### src/rtl/pwm_led_pkg.sv
// Shared encodings and default parameters for the multi-channel PWM LED driver.
package pwm_led_pkg;

    localparam int DEF_CH         = 6;
    localparam int DEF_PW         = 8;
    localparam int DEF_PERIOD     = 255;
    localparam bit DEF_ACTIVE_LOW = 1'b1;

    typedef enum logic [1:0] {
        MODE_OFF     = 2'b00,
        MODE_STATIC  = 2'b01,
        MODE_BREATHE = 2'b10,
        MODE_RSVD    = 2'b11
    } mode_e;

    typedef enum logic {
        DIR_UP   = 1'b0,
        DIR_DOWN = 1'b1
    } dir_e;

    // Channel-select width; a single channel still needs one address bit.
    function automatic int ch_w(input int ch);
        return (ch > 1) ? $clog2(ch) : 1;
    endfunction

endpackage

### src/rtl/pwm_led_if.sv
// Configuration port of the PWM LED driver.
interface pwm_led_if import pwm_led_pkg::*; #(
    parameter int CH = DEF_CH,
    parameter int PW = DEF_PW
);
    localparam int CHW = ch_w(CH);

    // Handshake: a write transfers on every rising clk edge where cfg_valid and
    // cfg_ready are both 1; the payload must be stable whenever cfg_valid is 1.
    logic           cfg_valid;
    logic           cfg_ready;
    logic [CHW-1:0] cfg_ch;
    logic [1:0]     cfg_mode;
    logic [PW-1:0]  cfg_duty;
    logic [3:0]     cfg_step;

    modport master (
        output cfg_valid, cfg_ch, cfg_mode, cfg_duty, cfg_step,
        input  cfg_ready
    );

    modport slave (
        input  cfg_valid, cfg_ch, cfg_mode, cfg_duty, cfg_step,
        output cfg_ready
    );

endinterface

### src/rtl/pwm_led_ch.sv
// One PWM channel: shadow config, active level with breathe sequencer,
// comparator and registered output pin.
module pwm_led_ch import pwm_led_pkg::*; #(
    parameter int PW         = DEF_PW,
    parameter int PERIOD     = DEF_PERIOD,
    parameter bit ACTIVE_LOW = DEF_ACTIVE_LOW
) (
    input  logic          clk,
    input  logic          rst,
    input  logic [PW-1:0] cnt_i,
    input  logic          commit_i,
    input  logic          wr_en_i,
    input  logic [1:0]    wr_mode_i,
    input  logic [PW-1:0] wr_duty_i,
    input  logic [3:0]    wr_step_i,
    output logic          led_o,
    output logic          dir_o
);

    mode_e         sh_mode_q;
    logic [PW-1:0] sh_duty_q;
    logic [3:0]    sh_step_q;
    mode_e         act_mode_q;
    logic [PW-1:0] lvl_q, lvl_d;
    dir_e          dir_q, dir_d;
    logic          led_q;

    mode_e         new_mode;
    logic [PW-1:0] new_duty;
    logic [3:0]    new_step;
    logic [PW:0]   sum_w;
    logic [PW:0]   diff_w;

    // A write landing on the commit edge bypasses the shadow so it is not lost.
    always_comb begin
        new_mode = wr_en_i ? mode_e'(wr_mode_i) : sh_mode_q;
        new_duty = wr_en_i ? wr_duty_i : sh_duty_q;
        new_step = wr_en_i ? wr_step_i : sh_step_q;
    end

    always_comb begin
        lvl_d  = lvl_q;
        dir_d  = dir_q;
        sum_w  = {1'b0, lvl_q} + (PW+1)'(new_step);
        diff_w = {1'b0, lvl_q} - (PW+1)'(new_step);
        if (new_mode == MODE_STATIC) begin
            lvl_d = new_duty;
            dir_d = DIR_UP;
        end else if (new_mode == MODE_BREATHE) begin
            if (act_mode_q != MODE_BREATHE) begin
                lvl_d = '0;
                dir_d = DIR_UP;
            end else if (lvl_q > new_duty) begin
                lvl_d = new_duty;
                dir_d = DIR_DOWN;
            end else if (dir_q == DIR_UP) begin
                if (sum_w >= {1'b0, new_duty}) begin
                    lvl_d = new_duty;
                    dir_d = DIR_DOWN;
                end else begin
                    lvl_d = sum_w[PW-1:0];
                end
            end else begin
                if ({1'b0, lvl_q} <= (PW+1)'(new_step)) begin
                    lvl_d = '0;
                    dir_d = DIR_UP;
                end else begin
                    lvl_d = diff_w[PW-1:0];
                end
            end
        end else begin
            lvl_d = '0;
            dir_d = DIR_UP;
        end
    end

    always_ff @(posedge clk or negedge rst) begin
        if (!rst) begin
            sh_mode_q  <= MODE_OFF;
            sh_duty_q  <= '0;
            sh_step_q  <= '0;
            act_mode_q <= MODE_OFF;
            lvl_q      <= '0;
            dir_q      <= DIR_UP;
            led_q      <= ACTIVE_LOW;
        end else begin
            if (wr_en_i) begin
                sh_mode_q <= mode_e'(wr_mode_i);
                sh_duty_q <= wr_duty_i;
                sh_step_q <= wr_step_i;
            end
            if (commit_i) begin
                act_mode_q <= new_mode;
                lvl_q      <= lvl_d;
                dir_q      <= dir_d;
            end
            led_q <= (cnt_i < lvl_q) ^ ACTIVE_LOW;
        end
    end

    assign led_o = led_q;
    assign dir_o = (dir_q == DIR_DOWN);

endmodule

### src/rtl/pwm_led_ctrl.sv
// Multi-channel PWM LED driver: shared period counter, config decode and
// per-channel instances committed at each period end.
module pwm_led_ctrl import pwm_led_pkg::*; #(
    parameter int CH         = DEF_CH,
    parameter int PW         = DEF_PW,
    parameter int PERIOD     = DEF_PERIOD,
    parameter bit ACTIVE_LOW = DEF_ACTIVE_LOW
) (
    input  logic          clk,
    input  logic          rst,
    pwm_led_if.slave      cfg,
    output logic [CH-1:0] led,
    output logic          period_tick,
    output logic [CH-1:0] dbg_dir_o
);

    localparam int            CHW  = ch_w(CH);
    localparam logic [PW-1:0] LAST = PW'(PERIOD - 1);

    logic [PW-1:0] cnt_q, cnt_d;
    logic          tick_q;
    logic          rdy_q;
    logic          wr;

    always_comb begin
        cnt_d = (cnt_q == LAST) ? '0 : cnt_q + PW'(1);
    end

    // tick_q tracks cnt_q == LAST but is registered so it is glitch-free.
    always_ff @(posedge clk or negedge rst) begin
        if (!rst) begin
            cnt_q  <= '0;
            tick_q <= 1'b0;
            rdy_q  <= 1'b0;
        end else begin
            cnt_q  <= cnt_d;
            tick_q <= (cnt_d == LAST);
            rdy_q  <= 1'b1;
        end
    end

    assign cfg.cfg_ready = rdy_q;
    assign period_tick   = tick_q;
    assign wr            = cfg.cfg_valid & rdy_q;

    // Addresses at or above CH match no instance and are silently dropped.
    for (genvar g = 0; g < CH; g++) begin : g_ch
        pwm_led_ch #(
            .PW         (PW),
            .PERIOD     (PERIOD),
            .ACTIVE_LOW (ACTIVE_LOW)
        ) u_ch (
            .clk       (clk),
            .rst       (rst),
            .cnt_i     (cnt_q),
            .commit_i  (tick_q),
            .wr_en_i   (wr && (cfg.cfg_ch == CHW'(g))),
            .wr_mode_i (cfg.cfg_mode),
            .wr_duty_i (cfg.cfg_duty),
            .wr_step_i (cfg.cfg_step),
            .led_o     (led[g]),
            .dir_o     (dbg_dir_o[g])
        );
    end

endmodule

### src/flat_wrapper.sv
// flat-port wrapper written by rule: the top's interface ports become plain ports
module pwm_led_ctrl_flat import pwm_led_pkg::*;
#(
    parameter int CH         = DEF_CH,
    parameter int PW         = DEF_PW,
    parameter int PERIOD     = DEF_PERIOD,
    parameter bit ACTIVE_LOW = DEF_ACTIVE_LOW
)
  (clk, rst, led, period_tick, dbg_dir_o, cfg_cfg_valid, cfg_cfg_ch, cfg_cfg_mode, cfg_cfg_duty, cfg_cfg_step, cfg_cfg_ready);
  pwm_led_if #(.CH(CH), .PW(PW)) cfg_i ();
  input  logic clk;
  input  logic rst;
  output logic [CH-1:0] led;
  output logic period_tick;
  output logic [CH-1:0] dbg_dir_o;
  input wire logic [$bits(cfg_i.cfg_valid)-1:0] cfg_cfg_valid;
  input wire logic [$bits(cfg_i.cfg_ch)-1:0] cfg_cfg_ch;
  input wire logic [$bits(cfg_i.cfg_mode)-1:0] cfg_cfg_mode;
  input wire logic [$bits(cfg_i.cfg_duty)-1:0] cfg_cfg_duty;
  input wire logic [$bits(cfg_i.cfg_step)-1:0] cfg_cfg_step;
  output wire logic [$bits(cfg_i.cfg_ready)-1:0] cfg_cfg_ready;
  assign cfg_i.cfg_valid = cfg_cfg_valid;
  assign cfg_i.cfg_ch = cfg_cfg_ch;
  assign cfg_i.cfg_mode = cfg_cfg_mode;
  assign cfg_i.cfg_duty = cfg_cfg_duty;
  assign cfg_i.cfg_step = cfg_cfg_step;
  assign cfg_cfg_ready = cfg_i.cfg_ready;
  pwm_led_ctrl #(.CH(CH), .PW(PW), .PERIOD(PERIOD), .ACTIVE_LOW(ACTIVE_LOW)) u_core (.clk(clk), .rst(rst), .cfg(cfg_i), .led(led), .period_tick(period_tick), .dbg_dir_o(dbg_dir_o));
endmodule
### config.mk
export PLATFORM = sky130hd
export DESIGN_NAME = pwm_led_ctrl_flat
export DESIGN_NICKNAME = d
export VERILOG_FILES = /design/src/rtl/pwm_led_pkg.sv /design/src/rtl/pwm_led_if.sv /design/src/rtl/pwm_led_ch.sv /design/src/rtl/pwm_led_ctrl.sv /design/src/flat_wrapper.sv
export SDC_FILE = /design/constraint.sdc
export NUM_CORES = 1
export LEC_CHECK = 0
export ABC_AREA = 1
export BUFFER_PORTS_ARGS = -buffer_cell sky130_fd_sc_hd__buf_2
export CAP_MARGIN = 20
export CORE_MARGIN = 5
export CORE_UTILIZATION = 55
export CTS_CLUSTER_DIAMETER = 50
export CTS_CLUSTER_SIZE = 10
export DETAILED_ROUTE_END_ITERATION = 16
export PLACE_DENSITY = 0.8
export REMOVE_ABC_BUFFERS = 1
export SLEW_MARGIN = 20
export SYNTH_ARGS = -nofsm -noshare
export SYNTH_HDL_FRONTEND = slang
export SYNTH_HIERARCHICAL = 1
export SYNTH_SLANG_ARGS = --single-unit
### constraint.sdc
create_clock -name clk -period 8.1 [get_ports clk]
set_input_delay 1.62 -clock clk [delete_from_list [all_inputs] [get_ports clk]]
set_output_delay 1.62 -clock clk [all_outputs]
set_load 0.1 [all_outputs]
# Yosys cells after proc, flatten, opt, wreduce, memory -nomap -nowiden
# Index checks and enable logic that the tools add are counted.
# W data, S select, Z words.
[word_totals]
in_bits = 20
reg_bits = 166
output_inout_bits = 14
[classes]
reduce_logical = 7
addsub = 13
bitwise_logic = 7
order_cmp = 24
muxes = 103
n_eq_ne = 25
[op_table]
columns = ["operator", "count"]
rows = [
  ["$mux W8", 49],
  ["$add A8 B4 Y9", 6],
  ["$ge A9 B8 Y1", 6],
  ["$gt A8 B8 Y1", 6],
  ["$le A8 B4 Y1", 6],
  ["$lt A8 B8 Y1", 6],
  ["$sub A8 B4 Y8", 6],
  ["$mux W1", 42],
  ["$mux W4", 6],
  ["$eq A8 B8 Y1 const B", 2],
  ["$eq A2 B1 Y1 const B", 6],
  ["$eq A2 B2 Y1 const B", 6],
  ["$mux W2", 6],
  ["$ne A2 B2 Y1 const B", 6],
  ["$add A8 B1 Y8 const B", 1],
  ["$eq A3 B2 Y1 const B", 2],
  ["$eq A3 B3 Y1 const B", 2],
  ["$logic_and A1 B1 Y1", 6],
  ["$not A1 Y1", 6],
  ["$eq A3 B1 Y1 const B", 1],
  ["$logic_not A3 Y1", 1],
  ["$and A1 B1 Y1", 1],
]

# Logic depth before layout (Yosys ltp)
# Gate-level depths: netlist of the first run.
[logic_depth]
word_depth = 11
depth_mapped = 31
depth_no_buf = 28

# By module
# Netlist of the first run, hierarchy kept.
[modules_own_cells]
columns = ["module", "cells_each", "n_inst", "area_each_um2"]
rows = [
  ["pwm_led_ch (u_core.g_ch[1].u_ch ...)", 328, 3, 2349.8],
  ["pwm_led_ch (u_core.g_ch[0].u_ch)", 327, 1, 2357.3],
  ["pwm_led_ch (u_core.g_ch[2].u_ch)", 324, 1, 2321.0],
  ["pwm_led_ch (u_core.g_ch[5].u_ch)", 328, 1, 2313.5],
  ["pwm_led_ctrl", 79, 1, 575.6],
]

# Least setup slack after synthesis of the first run
# Ideal clock, no wire load.
[synth_timing]
path_type = "input to register"
from = "input cfg_cfg_ch[2]"
to = "register u_core.g_ch[2].u_ch.lvl_q[0]"
n_path_buf = 2
path_stages = 26
arrival_time_ps = 5024
path_slack_ps = 2999
setup_ps = 77
path_cell_list = "inv_1 nand3_1 nor3_1 buf_2 clkbuf_1 mux2_2 ha_1 fa_1 nand3_1 nand2_2 xor2_1 ha_1 nand2_1 nor2_1 nand2_1 nand3_1 nand2_1 nand2_1 nand2_1 nand2_2 nand2_1 nand2_2 nand2_1 nand2_1 nand2_1 a21oi_1"
[synth_via]
elab_chain_cells = 11
word_cells_on_any_way = 19
cone_classes = "add/sub: 2; order compare: 3; eq/ne: 3; mux: 10; reduce/logical: 1"
[synth_lines]
columns = ["element", "line_no", "text"]
rows = [
  ["start, declared", "flat_wrapper.sv:17", "input wire logic [$bits(cfg_i.cfg_ch)-1:0] cfg_cfg_ch;"],
  ["$eq A3 B2 Y1 (*)", "pwm_led_ctrl.sv:57", ".wr_en_i (wr && (cfg.cfg_ch == CHW'(g))),"],
  ["$logic_and A1 B1 Y1 (*)", "pwm_led_ctrl.sv:57", ""],
  ["$mux W4 (*)", "pwm_led_ch.sv:38", "new_step = wr_en_i ? wr_step_i : sh_step_q;"],
  ["via u_core.g_ch[2].u_ch.new_step[0]", "pwm_led_ch.sv:30", "logic [3:0] new_step;"],
  ["$add A8 B4 Y9", "pwm_led_ch.sv:44", "sum_w = {1'b0, lvl_q} + (PW+1)'(new_step);"],
  ["$ge A9 B8 Y1", "pwm_led_ch.sv:57", "if (sum_w >= {1'b0, new_duty}) begin"],
  ["$mux W8", "pwm_led_ch.sv:57", ""],
  ["$mux W8 (*)", "pwm_led_ch.sv:56", "end else if (dir_q == DIR_UP) begin"],
  ["$mux W8 (*)", "pwm_led_ch.sv:53", "end else if (lvl_q > new_duty) begin"],
  ["$mux W8 (*)", "pwm_led_ch.sv:50", "if (act_mode_q != MODE_BREATHE) begin"],
  ["$mux W8 (*)", "pwm_led_ch.sv:49", "end else if (new_mode == MODE_BREATHE) begin"],
  ["$mux W8 (*)", "pwm_led_ch.sv:46", "if (new_mode == MODE_STATIC) begin"],
  ["end signal, assigned", "pwm_led_ch.sv:94", "lvl_q <= lvl_d;"],
  ["end, declared", "pwm_led_ch.sv:24", "logic [PW-1:0] lvl_q, lvl_d;"],
]
# Mark *: on every way through the listed nets, which the timed path passes. The rest lies on a longest branch.
# A chain may end at the register's enable or synchronous reset.

# Worst setup path in the final report of the first run
[layout_timing]
from = "input cfg_cfg_ch[2]"
to = "register u_core.g_ch[3].u_ch.lvl_q[1]"
[layout_via]
elab_chain_cells = 11
word_cells_on_any_way = 19
cone_classes = "add/sub: 2; order compare: 3; eq/ne: 3; mux: 10; reduce/logical: 1"
[layout_lines]
columns = ["element", "line_no"]
rows = [
  ["$eq A3 B2 Y1 (*)", "pwm_led_ctrl.sv:57"],
  ["$logic_and A1 B1 Y1 (*)", "pwm_led_ctrl.sv:57"],
  ["$mux W4 (*)", "--"],
  ["via u_core.g_ch[3].u_ch.new_step[0]", "pwm_led_ch.sv:30"],
  ["$add A8 B4 Y9", "pwm_led_ch.sv:44"],
  ["$ge A9 B8 Y1", "pwm_led_ch.sv:57"],
  ["$mux W8", "pwm_led_ch.sv:57"],
  ["$mux W8 (*)", "pwm_led_ch.sv:56"],
  ["$mux W8 (*)", "pwm_led_ch.sv:53"],
  ["$mux W8 (*)", "pwm_led_ch.sv:50"],
  ["$mux W8 (*)", "pwm_led_ch.sv:49"],
  ["$mux W8 (*)", "pwm_led_ch.sv:46"],
  ["end signal, assigned", "pwm_led_ch.sv:94"],
  ["end, declared", "pwm_led_ch.sv:24"],
]
# Marked as above.

==> impl_metrics.yaml, run 1 <==
die:
  core-area_um2: 26100
  die_y_um: 173
  fp-row-count: 59
  die_w_um: 173
  die_area_um2: 29900
  num_io_pins: 34
  initial_utilization: 0.559
global_routing:
  grt_pass1_wl_mm: 64.5
  grt_pass1_vias: 12900
  grt-ovfl-total: 0
  grt_max_degree: 117
  antenna_found_initial: 0
  grt_use_total: 0.262
clocking:
  root_buffer: "clkbuf_16"
  clk_latency_ns: 0.44
  cts_made_buffers: 17
  cts_tree: "built"
  clk_pin_slew_worst_paths_ns: 0.07
  post_cts_buffers: 0
  htreeDepth: 4
  hold_buffers: 0
  cts_sinks: 166
  postCtsResizedCells: 0
  cts_buffer_depth: 2
logic_synthesis:
  synth-seq-cells: 166
  synth_edf_count: 0
  synth_flop_cell: "dfrtp_1"
  yosysTopAreaCell: "dfrtp_1"
  syn-mean-instance-area_um2: 7.16
  yosys.cell_types.count: 43
  synthTopCellsByArea: "dfrtp_1 (27%), ha_1 (16%), nand2_1 (16%)"
  synth.yosys.seq_area_share: 0.285
  yosys_warnings: 6
  synth_area_um2: 14600
  synth_top_area_share: 0.274
  syn_inst: 2042
  synthArstFlopShare: 1.00
placement:
  placed_cell_area_um2: 15100
  numPortBuffers: 33
  hpwl_mm: 28.7
  place_congestion: 0.936
cells_and_area:
  layout_common_cells: "nand2_1 (622), inv_1 (313), ha_1 (188), dfrtp_1 (159), o21ai_0 (117)"
  antenna_cells: 0
  layout_commonest_cell: "nand2_1"
  layout-drive-gt1-share: 0.0949
  finalInstanceArea_um2: 15700
  synthToLayoutAreaGrowth_pct: 7.67
  nFillCells: 2362
  nNetsFinal: 2282
hold_path:
  hold_path.class: "reg -> reg"
  hp-start: "u_core/g_ch[5].u_ch/act_mode_q[0]"
  min_path_cells: 2
  min_to: "u_core/g_ch[5].u_ch/act_mode_q[0]"
sta:
  fin_crit_sh: 0.647
  tightest_slew_ns: 0.943
  drv_slew: 0
  slew_headroom: 0.371
  final.min_clock_period_ns: 5.24
  rsz0062_at_grt: "no"
  max_freq_mhz: 191
  setup_tns_ns: 0
  finalClockSkew_ns: 0.0110
  setup_viol: 0
  hold_viol_final: 0
critical_path:
  crit_path_start_kind: "input pin"
  rr_endpoint: "u_core/g_ch[5].u_ch/lvl_q[7]"
  critPathCaptureType: "flop"
  rr_worst_depth: 23
  rrSetupSlack_ns: 3.86
  worstSetupPathType: "in -> reg"
  r2r_start: "u_core/cfg.cfg_ready"
  cp.required_ns: 8.45
  cp_max_fo: 26
  cp.arrival_ns: 5.60
routing:
  vias: 13300
  vias_per_cell: 5.52
  drtIter0Drc: 1097
  wl_per_cell_um: 16.3
  firstDrtPassIters: 8
  drc: 0
  ant_nets: 0
  drt-total-wl_mm: 39.3
power_and_ir_drop:
  power.density_nw_per_um2: 197
  leakagePower_nw: 8.74
  max-vdd-ir-drop_mv: 0.117
run_status:
  status: "finished clean"
job:
  drv_cap: 0
cells in the mapped netlist (10+ instances only):
cell / number
mux2_2: 12
nor3_1: 19
fa_1: 12
nand2_1: 622
o211ai_1: 14
a22oi_1: 24
ha_1: 188
nand4_1: 58
buf_2: 14
inv_1: 313
nand3_1: 53
o21ai_0: 117
clkbuf_1: 18
o21ai_1: 37
dfrtp_1: 160
nor2_4: 10
a21oi_1: 91
nand2_2: 20
inv_2: 31
nor2_1: 96
xor2_1: 43
routing by layer:
metal	vias to the layer above	part of all wire	wire (um)	track usage
li1	6592	-	-	-
met1	6120	0.44	17100	0.346
met2	490	0.46	18000	0.430
met3	103	0.067	2640	0.0448
met4	0	0.039	1550	0.107
met5	-	0	0	0
cell families (layout without fill, tap and decap cells):
kind of cell,after synthesis,after routing,share of synthesized area
muxes,12,12,0.00925
xor gates and xnor gates,50,50,0.0300
adders and majority gates,200,200,0.177
buffers and inverters,391,424,0.104
and+or+nand+nor,907,907,0.269
DFF,166,166,0.285
AOI/OAI and AO/OA,315,315,0.126
other,1,1,0.000257
how the worst max path moves through the flow:
stage,start,to,slack [ns],cells after the start
detailed placement,cfg_cfg_ch[1],u_core/g_ch[5].u_ch/lvl_q[7],2.23,25
CTS,cfg_cfg_ch[1],u_core/g_ch[5].u_ch/lvl_q[7],2.66,25
finish,cfg_cfg_ch[2],u_core/g_ch[3].u_ch/lvl_q[1],2.86,26
global route,cfg_cfg_ch[2],u_core/g_ch[2].u_ch/lvl_q[0],2.39,26
floorplan,cfg_cfg_ch[2],u_core/g_ch[2].u_ch/dir_o,2.19,22
global placement,cfg_cfg_ch[1],u_core/g_ch[5].u_ch/dir_o,2.48,23
metrics by stage:
step / setup WS (ns) / utilization / std cells / total power, mW / hold WS, ns
after CTS: 2.66 / 0.602 / 2410 / 3.09 / 0.497
after detailed placement: 2.23 / 0.578 / 2378 / 2.18 / 0.478
final: 2.86 / 0.602 / 2410 / 3.10 / 0.495
after floorplan: 2.19 / - / 2002 / 1.89 / 0.453
after global routing: 2.39 / 0.602 / 2410 / 3.33 / 0.525
after global placement: 2.48 / 0.578 / 2378 / 2.14 / 0.469
report_power, final:
group	switching, mW	internal (mW)	total, mW	leakage, nW
logic	0.830	0.421	1.25	6.58
registers	0.0239	0.927	0.951	1.85
clock network	0.341	0.555	0.897	0.298
area by class of cell:
type	count	area, um2	share of cell area
inverters	351	1320	0.0838
repair buffers	41	234	0.0149
clock inverters	9	178	0.0113
well taps	335	419	0.0266
flip-flops and latches	166	4160	0.265
clock buffers	23	458	0.0291
multi-input cells	1485	8970	0.570
state kept, by name, indices dropped and copies added (netlist names):
register,cells
u_core/g_ch.u_ch/lvl_q,48
u_core/period_tick,1
u_core/g_ch.u_ch/act_mode_q,12
u_core/g_ch.u_ch/sh_duty_q,48
u_core/g_ch.u_ch/led_o,6
u_core/g_ch.u_ch/sh_mode_q,12
u_core/cnt_q,8
u_core/g_ch.u_ch/dir_o,6
u_core/g_ch.u_ch/sh_step_q,24
u_core/cfg.cfg_ready,1
worst max-delay path: stages:
cell	delay, ns
buf_2	0.09
inv_1	0.15
nand3_1	0.21
nor3_2	0.15
buf_4	0.30
mux2_2	0.41
ha_1	0.23
fa_1	0.42
nand3_1	0.14
nand2_2	0.12
xor2_1	0.18
ha_1	0.32
nand2_1	0.05
inv_1	0.06
nand3b_1	0.07
nand3_1	0.07
nand2_1	0.05
nand2_1	0.06
nand2_1	0.15
nand2_4	0.12
nand2_2	0.05
nand2_2	0.18
nand2_1	0.08
nand2_1	0.08
nand2_1	0.05
a21oi_1	0.15
(Power assumes the default switching activity.)
==> inputs of run 2 (changes only) <==
Clock period 8.1 ns to 5.3 ns, I/O delays scaled along.
==> run 2 against run 1 <==
Compared with the run above: hold slack worse by 0.0023 ns; sequential power up 52%; combinational power up 54%; register-to-register slack worse by 2.7 ns; clock-buffer cell count unchanged; final cell count about the same; sequential share of layout area about the same; non-clock buffer count up 2; largest power group unchanged.
==> impl_metrics.yaml, run 2 (synthesis gave the netlist of run 1 again) <==
run_status:
  status: "finished clean"
routing:
  drc: 0
  vias_per_cell: 5.59
  vias: 13500
  firstDrtPassIters: 6
  drtIter0Drc: 1126
  wl_per_cell_um: 16.2
  ant_nets: 0
  drt-total-wl_mm: 39.2
die:
  initial_utilization: 0.559
  num_io_pins: 34
  fp-row-count: 59
  core-area_um2: 26100
  die_y_um: 173
  die_w_um: 173
  die_area_um2: 29900
sta:
  max_freq_mhz: 218
  tightest_slew_ns: 0.922
  fin_crit_sh: 0.866
  hold_viol_final: 0
  final.min_clock_period_ns: 4.59
  rsz0062_at_grt: "no"
  hold_ws_ns: 0.492
  setup_tns_ns: 0
  finalClockSkew_ns: 0.0166
  setup_ws_ns: 0.713
  drv_slew: 0
  setup_viol: 0
  slew_headroom: 0.386
clocking:
  htreeDepth: 4
  postCtsResizedCells: 0
  cts_tree: "built"
  cts_made_buffers: 17
  clk_pin_slew_worst_paths_ns: 0.07
  root_buffer: "clkbuf_16"
  cts_sinks: 166
  hold_buffers: 0
  clk_latency_ns: 0.44
  post_cts_buffers: 0
  cts_buffer_depth: 2
placement:
  dp_cells: 2380
  dp_slack_ns: 0.340
  place_congestion: 0.976
  numPortBuffers: 33
  hpwl_mm: 28.9
power_and_ir_drop:
  p_sw_mw: 1.85
  share_seq_of_total_power: 0.311
  power_frac_comb: 0.411
  internal_power_mw: 2.83
  clkPwrFrac: 0.279
  p_sw_frac: 0.396
  power.density_nw_per_um2: 297
  max-vdd-ir-drop_mv: 0.162
  leakagePower_nw: 8.75
critical_path:
  path_buf_inv: 5
  critPathCaptureType: "flop"
  critPathMaxStageDelay_ns: 0.46
  cp.required_ns: 5.66
  cp_max_fo: 25
  cp_top_family: "simple AND/OR/NAND/NOR gates"
  cp.arrival_ns: 4.95
  crit_top_cell: "nand2_1"
  cp_slowest_cell: "fa_1"
  worstSetupPathType: "in -> reg"
  crit_path_start_kind: "input pin"
global_routing:
  antenna_found_initial: 0
  grt_pass1_vias: 13100
  grt_use_total: 0.261
  grt_pass1_wl_mm: 64.9
  grt_max_degree: 99
  grt-ovfl-total: 0
hold_path:
  hold_path.class: "reg -> reg"
cells_and_area:
  layout-drive-gt1-share: 0.0977
  layout_common_cells: "nand2_1 (622), inv_1 (313), ha_1 (188), dfrtp_1 (159), o21ai_0 (117)"
  final_cell_count_no_fill: 2412
  top_regs: "u_core/g_ch.u_ch/lvl_q x48, u_core/g_ch.u_ch/sh_duty_q x48, u_core/g_ch.u_ch/sh_step_q x24"
  synthToLayoutAreaGrowth_pct: 7.55
  nNetsFinal: 2284
  layout_commonest_cell: "nand2_1"
  antenna_cells: 0
job:
  drv_cap: 0
==> run 2: cell count changes in the layout (fill, tap and decap cells not counted), sizes merged <==
cell,delta
clkinvlp,-3
clkinv,+3
clkbuf,-1
inv,+3
bufinv,-3
buf,+3
==> run 2: power by group through the flow <==
stage          Clock [mW]  Combinational [mW]  Sequential (mW)
4_1_cts              1.32                1.89             1.45
3_5_place_dp            0                1.87             1.48
3_3_place_gp            0                1.80             1.47
6_report             1.30                1.92             1.45
5_1_grt              1.38                2.18             1.47
2_1_floorplan           0                1.42             1.46
==> run 2: final timing paths <==
check | start | cells after the start | end | slack (ns)
min | u_core/g_ch[2].u_ch/act_mode_q[0] | 2 | u_core/g_ch[2].u_ch/act_mode_q[0] | 0.49
max in group asynchronous | rst | 2 | u_core/g_ch[5].u_ch/led_o | 3.48
max | cfg_cfg_ch[2] | 27 | u_core/g_ch[3].u_ch/lvl_q[7] | 0.71
max reg2reg | u_core/cfg.cfg_ready | 25 | u_core/g_ch[3].u_ch/lvl_q[7] | 1.16
min reg2reg | u_core/g_ch[2].u_ch/act_mode_q[0] | 2 | u_core/g_ch[2].u_ch/act_mode_q[0] | 0.49
min in group asynchronous | rst | 1 | u_core/g_ch[1].u_ch/sh_duty_q[5] | 0.69
==> run 2: through the flow <==
step           area, um2  utilization  power [mW]
2_1_floorplan      14400            -        2.88
3_3_place_gp       15100        0.578        3.27
3_5_place_dp       15100        0.578        3.34
4_1_cts            15700        0.602        4.67
5_1_grt            15700        0.602        5.03
6_report           15700        0.602        4.68
==> run 2: cell type report <==
| class | count | area (um2) |
|---|---|---|
| clock buffer | 23 | 498 |
| sequential | 166 | 4160 |
| clock inverter | 9 | 114 |
| tap | 335 | 419 |
| fill | 2359 | 10400 |
| inverter | 351 | 1320 |
| multi-input combinational | 1485 | 8960 |
| timing repair buffer | 43 | 246 |
==> run 2: per-layer routing <==
layer / global-route usage / share of wire / up-vias / routed length [um]
met3: 0.0376 / 0.061 / 92 / 2390
met5: 0 / 0 / - / 0
met4: 0.113 / 0.041 / 0 / 1610
met2: 0.432 / 0.46 / 502 / 18200
li1: - / - / 6588 / -
met1: 0.342 / 0.43 / 6312 / 17000
==> run 2: tightest hold or removal path: stages (launching register included) <==
cell	delay (ns)
dfrtp_1	0.34
nand2_1	0.05
o21ai_0	0.07
